**src/rtl/qerv_pkg.sv**
```systemverilog
// Shared immediate-decoder definitions: format encodings and the legal beat-width check.
package qerv_pkg;

  localparam logic [2:0] IMM_FMT_I = 3'd0;
  localparam logic [2:0] IMM_FMT_S = 3'd1;
  localparam logic [2:0] IMM_FMT_B = 3'd2;
  localparam logic [2:0] IMM_FMT_U = 3'd3;
  localparam logic [2:0] IMM_FMT_J = 3'd4;
  localparam logic [2:0] IMM_FMT_Z = 3'd5;

  function automatic bit w_is_legal(input int unsigned w);
    return (w == 1) || (w == 2) || (w == 4) || (w == 8);
  endfunction

endpackage

```
**src/rtl/qerv_immdec_fmt.sv**
```systemverilog
// Combinational image builder: expands the instruction word into a 32-bit immediate.
// Format Z (CSR zimm) is only decoded when QERV_IMMDEC_CSR_EN is defined.
module qerv_immdec_fmt
  import qerv_pkg::*;
(
  input  logic [31:7] i_wb_rdt,
  input  logic [2:0]  i_fmt,
  output logic [31:0] o_image
);

  always_comb begin
    o_image = '0;
    case (i_fmt)
      IMM_FMT_I: o_image = {{21{i_wb_rdt[31]}}, i_wb_rdt[30:20]};
      IMM_FMT_S: o_image = {{21{i_wb_rdt[31]}}, i_wb_rdt[30:25], i_wb_rdt[11:7]};
      IMM_FMT_B: o_image = {{20{i_wb_rdt[31]}}, i_wb_rdt[7], i_wb_rdt[30:25],
                            i_wb_rdt[11:8], 1'b0};
      IMM_FMT_U: o_image = {i_wb_rdt[31:12], 12'b0};
      IMM_FMT_J: o_image = {{12{i_wb_rdt[31]}}, i_wb_rdt[19:12], i_wb_rdt[20],
                            i_wb_rdt[30:21], 1'b0};
`ifdef QERV_IMMDEC_CSR_EN
      IMM_FMT_Z: o_image = {27'b0, i_wb_rdt[19:15]};
`endif
      default:   o_image = '0;
    endcase
  end

endmodule

```
**src/rtl/qerv_immdec_par.sv**
```systemverilog
// Immediate decoder that captures an instruction and streams its immediate W bits per beat, LSB-first.
// Optional CSR zimm support is enabled by defining QERV_IMMDEC_CSR_EN.
module qerv_immdec_par
  import qerv_pkg::*;
#(
  parameter int unsigned W = 4
) (
  input  logic          i_clk,
  input  logic          i_rst_n,
  input  logic          i_wb_en,
  input  logic [31:7]   i_wb_rdt,
  input  logic [2:0]    i_imm_fmt,
  input  logic          i_cnt_en,
  output logic [W-1:0]  o_imm,
  output logic          o_imm_last,
  output logic [4:0]    o_rd_addr,
  output logic [4:0]    o_rs1_addr,
  output logic [4:0]    o_rs2_addr,
  output logic [4:0]    o_csr_imm
);

  localparam int unsigned B  = 32 / W;
  localparam int unsigned CW = (B > 1) ? $clog2(B) : 1;

  if (!w_is_legal(W)) begin : g_bad_w
    $error("qerv_immdec_par: W must be 1, 2, 4 or 8");
  end

  logic [31:0]   image;
  logic [31:0]   image_load;
  logic [CW-1:0] cnt;
  logic          cnt_max;

  qerv_immdec_fmt u_fmt (
    .i_wb_rdt (i_wb_rdt),
    .i_fmt    (i_imm_fmt),
    .o_image  (image_load)
  );

  assign cnt_max    = (cnt == CW'(B - 1));
  assign o_imm      = image[W-1:0];
  assign o_imm_last = cnt_max;

  // Capture has priority over shifting; shifting replicates the sign into the vacated top bits.
  always_ff @(posedge i_clk) begin
    if (!i_rst_n) begin
      image      <= '0;
      cnt        <= '0;
      o_rd_addr  <= '0;
      o_rs1_addr <= '0;
      o_rs2_addr <= '0;
    end else if (i_wb_en) begin
      image      <= image_load;
      cnt        <= '0;
      o_rd_addr  <= i_wb_rdt[11:7];
      o_rs1_addr <= i_wb_rdt[19:15];
      o_rs2_addr <= i_wb_rdt[24:20];
    end else if (i_cnt_en) begin
      image <= {{W{image[31]}}, image[31:W]};
      cnt   <= cnt_max ? '0 : cnt + CW'(1);
    end
  end

`ifdef QERV_IMMDEC_CSR_EN
  always_ff @(posedge i_clk) begin
    if (!i_rst_n) begin
      o_csr_imm <= '0;
    end else if (i_wb_en) begin
      o_csr_imm <= i_wb_rdt[19:15];
    end
  end
`else
  assign o_csr_imm = '0;
`endif

endmodule

```
**config.mk**
```make
export PLATFORM = sky130hd
export DESIGN_NAME = qerv_immdec_par
export DESIGN_NICKNAME = d
export VERILOG_FILES = /design/src/rtl/qerv_pkg.sv /design/src/rtl/qerv_immdec_fmt.sv /design/src/rtl/qerv_immdec_par.sv
export SDC_FILE = /design/constraint.sdc
export NUM_CORES = 1
export LEC_CHECK = 0
export BUFFER_PORTS_ARGS = -buffer_cell sky130_fd_sc_hd__buf_4
export CORE_ASPECT_RATIO = 1.1
export CORE_UTILIZATION = 40
export CTS_CLUSTER_SIZE = 24
export DETAILED_ROUTE_END_ITERATION = 7
export SETUP_SLACK_MARGIN = 0.3
export SYNTH_ARGS = -nofsm -noshare
export SYNTH_HDL_FRONTEND = slang
export SYNTH_SLANG_ARGS = --single-unit
```
**constraint.sdc**
```tcl
create_clock -name i_clk -period 1.9 [get_ports i_clk]
set_input_delay 0 -clock i_clk [delete_from_list [all_inputs] [get_ports i_clk]]
set_output_delay 0 -clock i_clk [all_outputs]
set_load 0.05 [all_outputs]
```
* Word level (Yosys, flattened, before mapping)
Cells that the tools add are included.
** Storage, ports and cells
- Bits of input ports :: 32
- ROM bits :: 0
- Word-level logic and storage cells :: 20
- Bits in writable memories :: 0
- Latch bits :: 0
- Bits in registers :: 50
- Output and inout bits :: 25
- Memories :: 0
** Operators by class
- Div/mod/pow operators :: 0
- Shifts and indexed selects :: 0
- Muxes and demuxes :: 4
- Equal/unequal tests :: 5
- Bitwise operators :: 1
- Reductions and logical operators :: 3
- Multiply operators :: 0
- Add/subtract/negate cells :: 1
- $lt $le $gt $ge :: 0
** Operators with widths (count)
- $pmux W32 S5 :: 1
- $mux W32 :: 1
- $mux W31 :: 1
- $eq A3 B2 Y1 const B :: 2
- $eq A3 B3 Y1 const B :: 2
- $add A3 B1 Y3 const B :: 1
- $eq A3 B1 Y1 const B :: 1
- $logic_not A3 Y1 :: 1
- $mux W3 :: 1
- $reduce_bool A2 Y1 :: 1
- $reduce_or A2 Y1 :: 1
- $not A1 Y1 :: 1

* Logic depth before layout (Yosys ltp)
Gate-level depths: netlist of the first run.
- Depth after elaboration :: 3
- Depth in mapped cells :: 6
- Depth with buffers taken out :: 5

* By module
A second synthesis of the first run with hierarchy kept.
** Second synthesis, totals
- Cells, all modules :: 308
- Area total of the unflattened synthesis :: 3015.4 um^2
** By module, submodules not included
- qerv_immdec_par :: cells an instance 214, area an instance 2474.9 um^2, sequential area each 1001.0 um^2, times used 1
- qerv_immdec_fmt :: cells an instance 94, area an instance 540.5 um^2, sequential area each 0.0 um^2, times used 1

* Worst setup path after synthesis of the first run
No wires, ideal clock.
- Kind :: register -> register
- Start :: register cnt[0]
- End :: register cnt[0]
- Setup slack :: 0.608 ns
- Setup time :: 0.115 ns
- Data required time :: 1.785 ns
- Path buffers :: 0
- Arrival :: 1.178 ns
- Period minus slack after synthesis :: 1.292 ns
- Stages on the path, launching flop included :: 6
- Path through :: dfxtp_1 > ha_1 > ha_1 > nor2_1 > mux2i_1 > nor2_1
** On the way
- Word-level cells in the longest chain between the ends :: 2
- Elaborated cells on any way between the ends :: 3
- Those cells by class :: add/sub (1); eq/ne (1); mux (1)
** RTL lines
- start, declared :: line qerv_immdec_par.sv:31 : logic [CW-1:0] cnt;
- start signal, assigned :: line qerv_immdec_par.sv:60 : cnt <= cnt_max ? '0 : cnt + CW'(1);
- $eq A3 B3 Y1 :: line qerv_immdec_par.sv:40 : assign cnt_max = (cnt == CW'(B - 1));
- net o_imm_last :: line qerv_immdec_par.sv:15 : output logic o_imm_last,
- $mux W3 :: line qerv_immdec_par.sv:60
The timed path passes the listed nets, and every way through them passes these cells.
A chain may end at the register's enable or synchronous reset.

* Worst setup path in the final report of the first run
- Start :: register cnt[0]
- End :: output o_imm_last
** On the way
- Word-level cells in the longest chain between the ends :: 1
** RTL lines (line)
- $eq A3 B3 Y1 :: qerv_immdec_par.sv:40
- end, declared :: qerv_immdec_par.sv:15
Every way passes these cells.

==> flow_summary.ini, run 1 <==
[clock_tree]
cts_num_sinks = 50
clk_path_buf_depth = 2
numCtsBuffers = 5
root_buffer = clkbuf_8
postCtsSetupBuffers = 0
clk_pin_slew_worst_paths_ns = 0.10
clock_latency_ns = 0.30
cts_tree = built
htree_levels = 2

[pwr]
vdd_drop_max_v = 0.000479
p_total_w = 0.00245
power_density_nw_per_um2 = 733
power_leakage_nw = 1.45

[placement]
port_buffers = 51
place.gp.congestion = 0.773
post-dp-hpwl_mm = 4.16

[synth]
ys_seq_area_frac = 0.367
async_flop_share = 0
netlist_area_um2 = 2720
yosysWarnings = 0
yosysMostFrequentCell = dfxtp_1
synth-edff-count = 0
synth.area.top_cells = dfxtp_1, mux2i_1, mux2_2, nor2b_1, buf_4
synth.distinct_cells = 42
synth_ff_type = dfxtp_1
syn_inst = 288
synthTopCellsByCount = dfxtp_1, nor2b_1, mux2i_1
synth_top_area_frac = 0.367
synth.largest_area_cell = dfxtp_1
ys_ff_latch = 50
avgSynthCellArea_um2 = 9.46

[global_route]
antenna_found_initial = 0
grt_overflow_total = 0
grt_pass1_wl_mm = 10.2
grt_max_degree = 49
track_usage = 0.185
first_global_vias = 2090

[sta]
max-slew-margin-rel = 0.660
report.final.slew_viol_count = 0
hold_viol = 0
finalSetupViolCount = 0
setup_tns_ns = 0
max_clock_freq_mhz = 818
worst_pin_slew_ns = 0.510
clock_skew_ns = 0.00645
rsz0062_at_grt = no
period_needed_ns = 1.22
finalCritPeriodShare = 0.644

[setup_path]
critPathLaunch = cnt[0]$_SDFFE_PP0P_
crit_end = o_imm_last
r2r_slack_ns = 0.83
reg2reg_from = cnt[0]$_SDFFE_PP0P_
crit_type = reg2out
timing.rr.end = cnt[2]$_SDFFE_PP0P_
ff2ff_path_depth = 4
start_kind = flop
setup.worst_path.end_class = output port
cp.required_ns = 1.90
path_max_fanout = 3
arrival_ns = 1.22

[detailed_routing]
wire_per_inst_um = 14.7
via_per_inst = 5.23
vias = 2209
final_antenna_net_count = 0
drc = 0
dr.pass1.iters = 4
drt_iter0_markers = 119
routed_wl_mm = 6.18

[floorplanning]
rows = 31
coreArea_um2 = 6590
initial_core_util = 0.413
die_h_um = 88.6
dieArea_um2 = 7140
num_io_pins = 57
die_w_um = 80.7

[status]
status = finished clean

[hold_path]
worstHoldPathType = in2reg

[run]
maxCapViolations = 0

[layout]
area_growth_pct = 22.7
diodes = 0
nets = 373
drive_gt1_frac = 0.262
-- sequential cells by signal (all words and copies together), names as in the netlist --
| signal | count |
|---|---|
| cnt | 3 |
| image | 32 |
| o_rs2_addr | 5 |
| o_rs1_addr | 5 |
| o_rd_addr | 5 |
-- report_power, final --
part | internal (W) | switching, W | total [W]
clock | 0.000388 | 0.000363 | 0.000752
sequential | 0.00111 | 0.0000346 | 0.00115
combinational | 0.000239 | 0.000311 | 0.000549
-- per-stage QoR --
stage	instance area, um^2	util	hold WS (ns)	instances	setup WS (ns)
4_1_cts	3340	0.507	0.0280	422	0.660
5_1_grt	3340	0.507	0.0345	422	0.618
6_report	3340	0.507	0.0321	422	0.677
3_5_place_dp	3010	0.457	0.290	392	0.690
3_3_place_gp	3010	0.457	0.282	392	0.697
2_1_floorplan	2740	-	0.153	292	0.608
-- cell families after synthesis --
group,count (synthesis),share of synthesized area
simple gates,80,0.179
other cells,1,0.00138
mux,38,0.147
fa+ha+maj,3,0.0133
flops,50,0.367
buf+inv,37,0.0859
compound gates,79,0.207
-- worst max-delay path, stage by stage (launching register included) --
cell	delay, ns
dfxtp_1	0.34
ha_1	0.20
ha_1	0.19
buf_4	0.19
-- layout make-up --
class	count	area, um^2
Inverter	2	7.51
Timing Repair Buffer	75	618
Clock buffer	5	68.8
Fill cell	668	3250
Tap cell	82	103
Clock inverter	3	40.0
Multi-Input combinational cell	205	1500
Sequential cell	50	1000
-- cells in the final DEF (no fill, tap or decap), types with 7 or more instances in the layout --
master | Yosys | layout
mux2_2 | 15 | 15
buf_4 | 14 | 53
o21ai_1 | 20 | 20
nand2_1 | 18 | 18
nand3_1 | 9 | 9
dlygate4sd3_1 | 0 | 22
o22ai_1 | 7 | 7
dfxtp_1 | 50 | 50
a31oi_1 | 16 | 16
nor2b_1 | 25 | 25
a21o_1 | 9 | 9
mux2i_1 | 23 | 23
-- how the worst min path moves through the flow --
stage                 startpoint                        end  slack, ns  depth (start not counted)
global route        i_wb_rdt[31]     image[20]$_SDFFE_PN0P_       0.03                          3
finish              i_wb_rdt[31]     image[22]$_SDFFE_PN0P_       0.03                          3
CTS                 i_wb_rdt[31]     image[21]$_SDFFE_PN0P_       0.03                          3
floorplan           i_wb_rdt[30]     image[30]$_SDFFE_PN0P_       0.15                          2
global placement    i_wb_rdt[11]  o_rd_addr[4]$_SDFFE_PN0P_       0.28                          3
detailed placement  i_wb_rdt[29]     image[29]$_SDFFE_PN0P_       0.29                          3
-- repair_timing --
action	in CTS	in global routing
hold endpoints to repair	32	0
gates resized for setup	0	0
hold buffers	22	0
-- per-layer routing --
| metal | track usage | vias up | routed length, um |
|---|---|---|---|
| li1 | - | 1119 | - |
| met1 | 0.253 | 1043 | 3070 |
| met2 | 0.303 | 45 | 2850 |
| met3 | 0.0278 | 2 | 224 |
| met4 | 0.0487 | 0 | 43 |
| met5 | 0 | - | 0 |
Power figures use the tool's default switching activity.
==> inputs of run 2 (changes only) <==
Settings changed: ABC_AREA from default to 1.
Clock period 1.9 ns to 1.3 ns, I/O delays scaled along.
==> flow_summary.ini, run 2 <==
[layout]
regMostFlops = image
area_growth_pct = 28.7
multi_input_area_um2 = 1340
final_core_util = 0.534
n_fill_cell = 651
nets = 457
diodes = 0
drive_gt1_frac = 0.196
final_cell_mix = o21ai_0, buf_4, nor2_1
final_area_um2 = 3310
largest_reg_flops = 32
final_common_cell = o21ai_0
regArea_um2 = 1000

[status]
status = finished clean

[floorplanning]
initial_core_util = 0.415
dieArea_um2 = 6750
rows = 30
die_h_um = 86.1
die_w_um = 78.4
coreArea_um2 = 6190
num_io_pins = 57

[synth]
ys_seq_area_frac = 0.389
synth.distinct_cells = 25
async_flop_share = 0
synth_fa_ha_area_frac = 0.00973
synth_top_area_frac = 0.389
synth-edff-count = 0
yosysWarnings = 0
synthXorXnorAreaFrac = 0
ys_ff_latch = 50
yosysMostFrequentCell = o21ai_0
avgSynthCellArea_um2 = 7.04
synth_compound_area_frac = 0.179
synth_top_family_by_area = simple AND/OR/NAND/NOR gates
syn_inst = 365
yosys.area_share.simple = 0.311
netlist_area_um2 = 2570
muxShareOfSynthArea = 0
synth.largest_area_cell = dfxtp_1
synth.area.top_cells = dfxtp_1, o21ai_0, nand3_1, nor2_1, nand2_1
synthTopCellsByCount = o21ai_0, nor2_1, dfxtp_1, nand3_1, nand2_1
synth_ff_type = dfxtp_1

[pwr]
comb_power_share = 0.228
switching_share = 0.306
vdd_drop_max_v = 0.000622
intPower_w = 0.00251
pwr-share-seq = 0.464
power_leakage_nw = 1.47
p_sw_w = 0.00111
p_clk_frac = 0.308
power_density_nw_per_um2 = 1090

[clock_tree]
cts_tree = built
cts_num_sinks = 50
htree_levels = 2
numCtsBuffers = 5
root_buffer = clkbuf_8
clk_pin_slew_worst_paths_ns = 0.09
clk_path_buf_depth = 2
clock_latency_ns = 0.30
postCtsSetupBuffers = 0

[setup_path]
arrival_ns = 1.12
crit_top_cell = ha_4
r2r_slack_ns = 0.31
crit_path_cell_trace = ha_4 > ha_4 > buf_6
critPathLaunch = cnt[0]$_SDFFE_PP0P_
path_max_fanout = 3
crit_path_max_incr_delay_ns = 0.35
slowest_stage = dfxtp_2
cp_top_family = flip-flops
crit_buf_inv = 1
reg2reg_from = cnt[0]$_SDFFE_PP0P_
setup.worst_path.end_class = output port
ff2ff_path_depth = 5
cp.required_ns = 1.30
crit_type = reg2out
worstSetupPathDepth = 3
start_kind = flop

[sta]
clock_skew_ns = 0.00704
setup_tns_ns = 0
max_clock_freq_mhz = 891
finalCritPeriodShare = 0.864
period_needed_ns = 1.12
rsz0062_at_grt = yes
finalSetupViolCount = 0
holdWs_ns = 0.0230
timing.final.ws_setup_ns = 0.177
hold_viol = 0
report.final.slew_viol_count = 0

[placement]
place.gp.congestion = 0.799
placed_cell_area_um2 = 2960
post-dp-hpwl_mm = 4.78
port_buffers = 51
pre_cts_ws_ns = 0.202

[global_route]
first_global_vias = 2304
grt_pass1_wl_mm = 11.3
grt_max_degree = 40
grt_overflow_total = 0
antenna_found_initial = 0
track_usage = 0.213

[detailed_routing]
wire_per_inst_um = 13.7
drt_iter0_markers = 221
drc = 0
vias = 2579
dr.pass1.iters = 4
via_per_inst = 5.12
final_antenna_net_count = 0
routed_wl_mm = 6.91

[hold_path]
hold_start = i_wb_en
hold_depth = 4
worstHoldPathType = in2reg

[run]
maxCapViolations = 0
==> run 2: cell count changes in the layout (fill, tap and decap cells not counted), moves of 9 or more <==
cell / before / now
o21ai_0: 2 / 64
inv_1: 2 / 13
a21oi_1: 5 / 27
mux2i_1: 23 / 0
mux2_2: 15 / 0
nor2b_1: 25 / 0
nand4_1: 0 / 16
o21ai_1: 20 / 1
nand2_1: 18 / 41
nor2_1: 5 / 51
nand3_1: 9 / 50
a31oi_1: 16 / 0
a21o_1: 9 / 0
==> run 2: per-stage QoR <==
stage / total power, W / std cells
after floorplan: 0.00225 / 369
after global placement: 0.00247 / 473
after detailed placement: 0.00248 / 473
after CTS: 0.00363 / 504
after global routing: 0.00377 / 504
final: 0.00361 / 504
==> run 2: kinds of logic after synthesis <==
family	after synthesis
AOI/OAI and AO/OA	92
adders and majority gates	2
buffers and inverters	52
DFF	50
other	1
and+or+nand+nor	168
==> run 2: power groups by stage <==
| stage | logic, W | registers (W) | clock network, W |
|---|---|---|---|
| after floorplan | 0.000439 | 0.00181 | 0 |
| final | 0.000824 | 0.00168 | 0.00111 |
| after global placement | 0.000764 | 0.00171 | 0 |
| after global routing | 0.000901 | 0.00169 | 0.00118 |
| after CTS | 0.000826 | 0.00168 | 0.00113 |
| after detailed placement | 0.000768 | 0.00171 | 0 |
==> run 2: cell type report <==
cell class	instances	share of cell area
multi-input combinational	267	0.404
sequential	50	0.303
timing repair buffer	83	0.211
tap	80	0.0303
clock buffer	6	0.0219
inverter	16	0.0182
clock inverter	2	0.0113
==> run 2: repair_timing <==
action,CTS,global route
gates resized for setup,1,1
setup endpoints to repair,2,6
hold buffers,23,0
hold endpoints to repair,23,0
pin swaps,1,0
==> run 2: worst register-to-register path: stages, from the launching register on <==
cell     delay (ns)
dfxtp_2        0.35
ha_4           0.16
ha_4           0.16
nor3_2         0.14
a21oi_1        0.05
nor2_1         0.07
==> run 2: final timing paths <==
path                                                to
worst max-delay path                        o_imm_last
worst min-delay path            image[31]$_SDFFE_PN0P_
worst max register to register     cnt[0]$_SDFFE_PP0P_
worst min register to register     cnt[1]$_SDFFE_PP0P_
==> run 2: metal layers <==
layer	track usage	up-vias	wire length, um
li1	-	1341	-
met1	0.288	1163	3160
met2	0.359	69	3360
met3	0.0298	6	334
met4	0.0505	0	63
met5	0	-	0
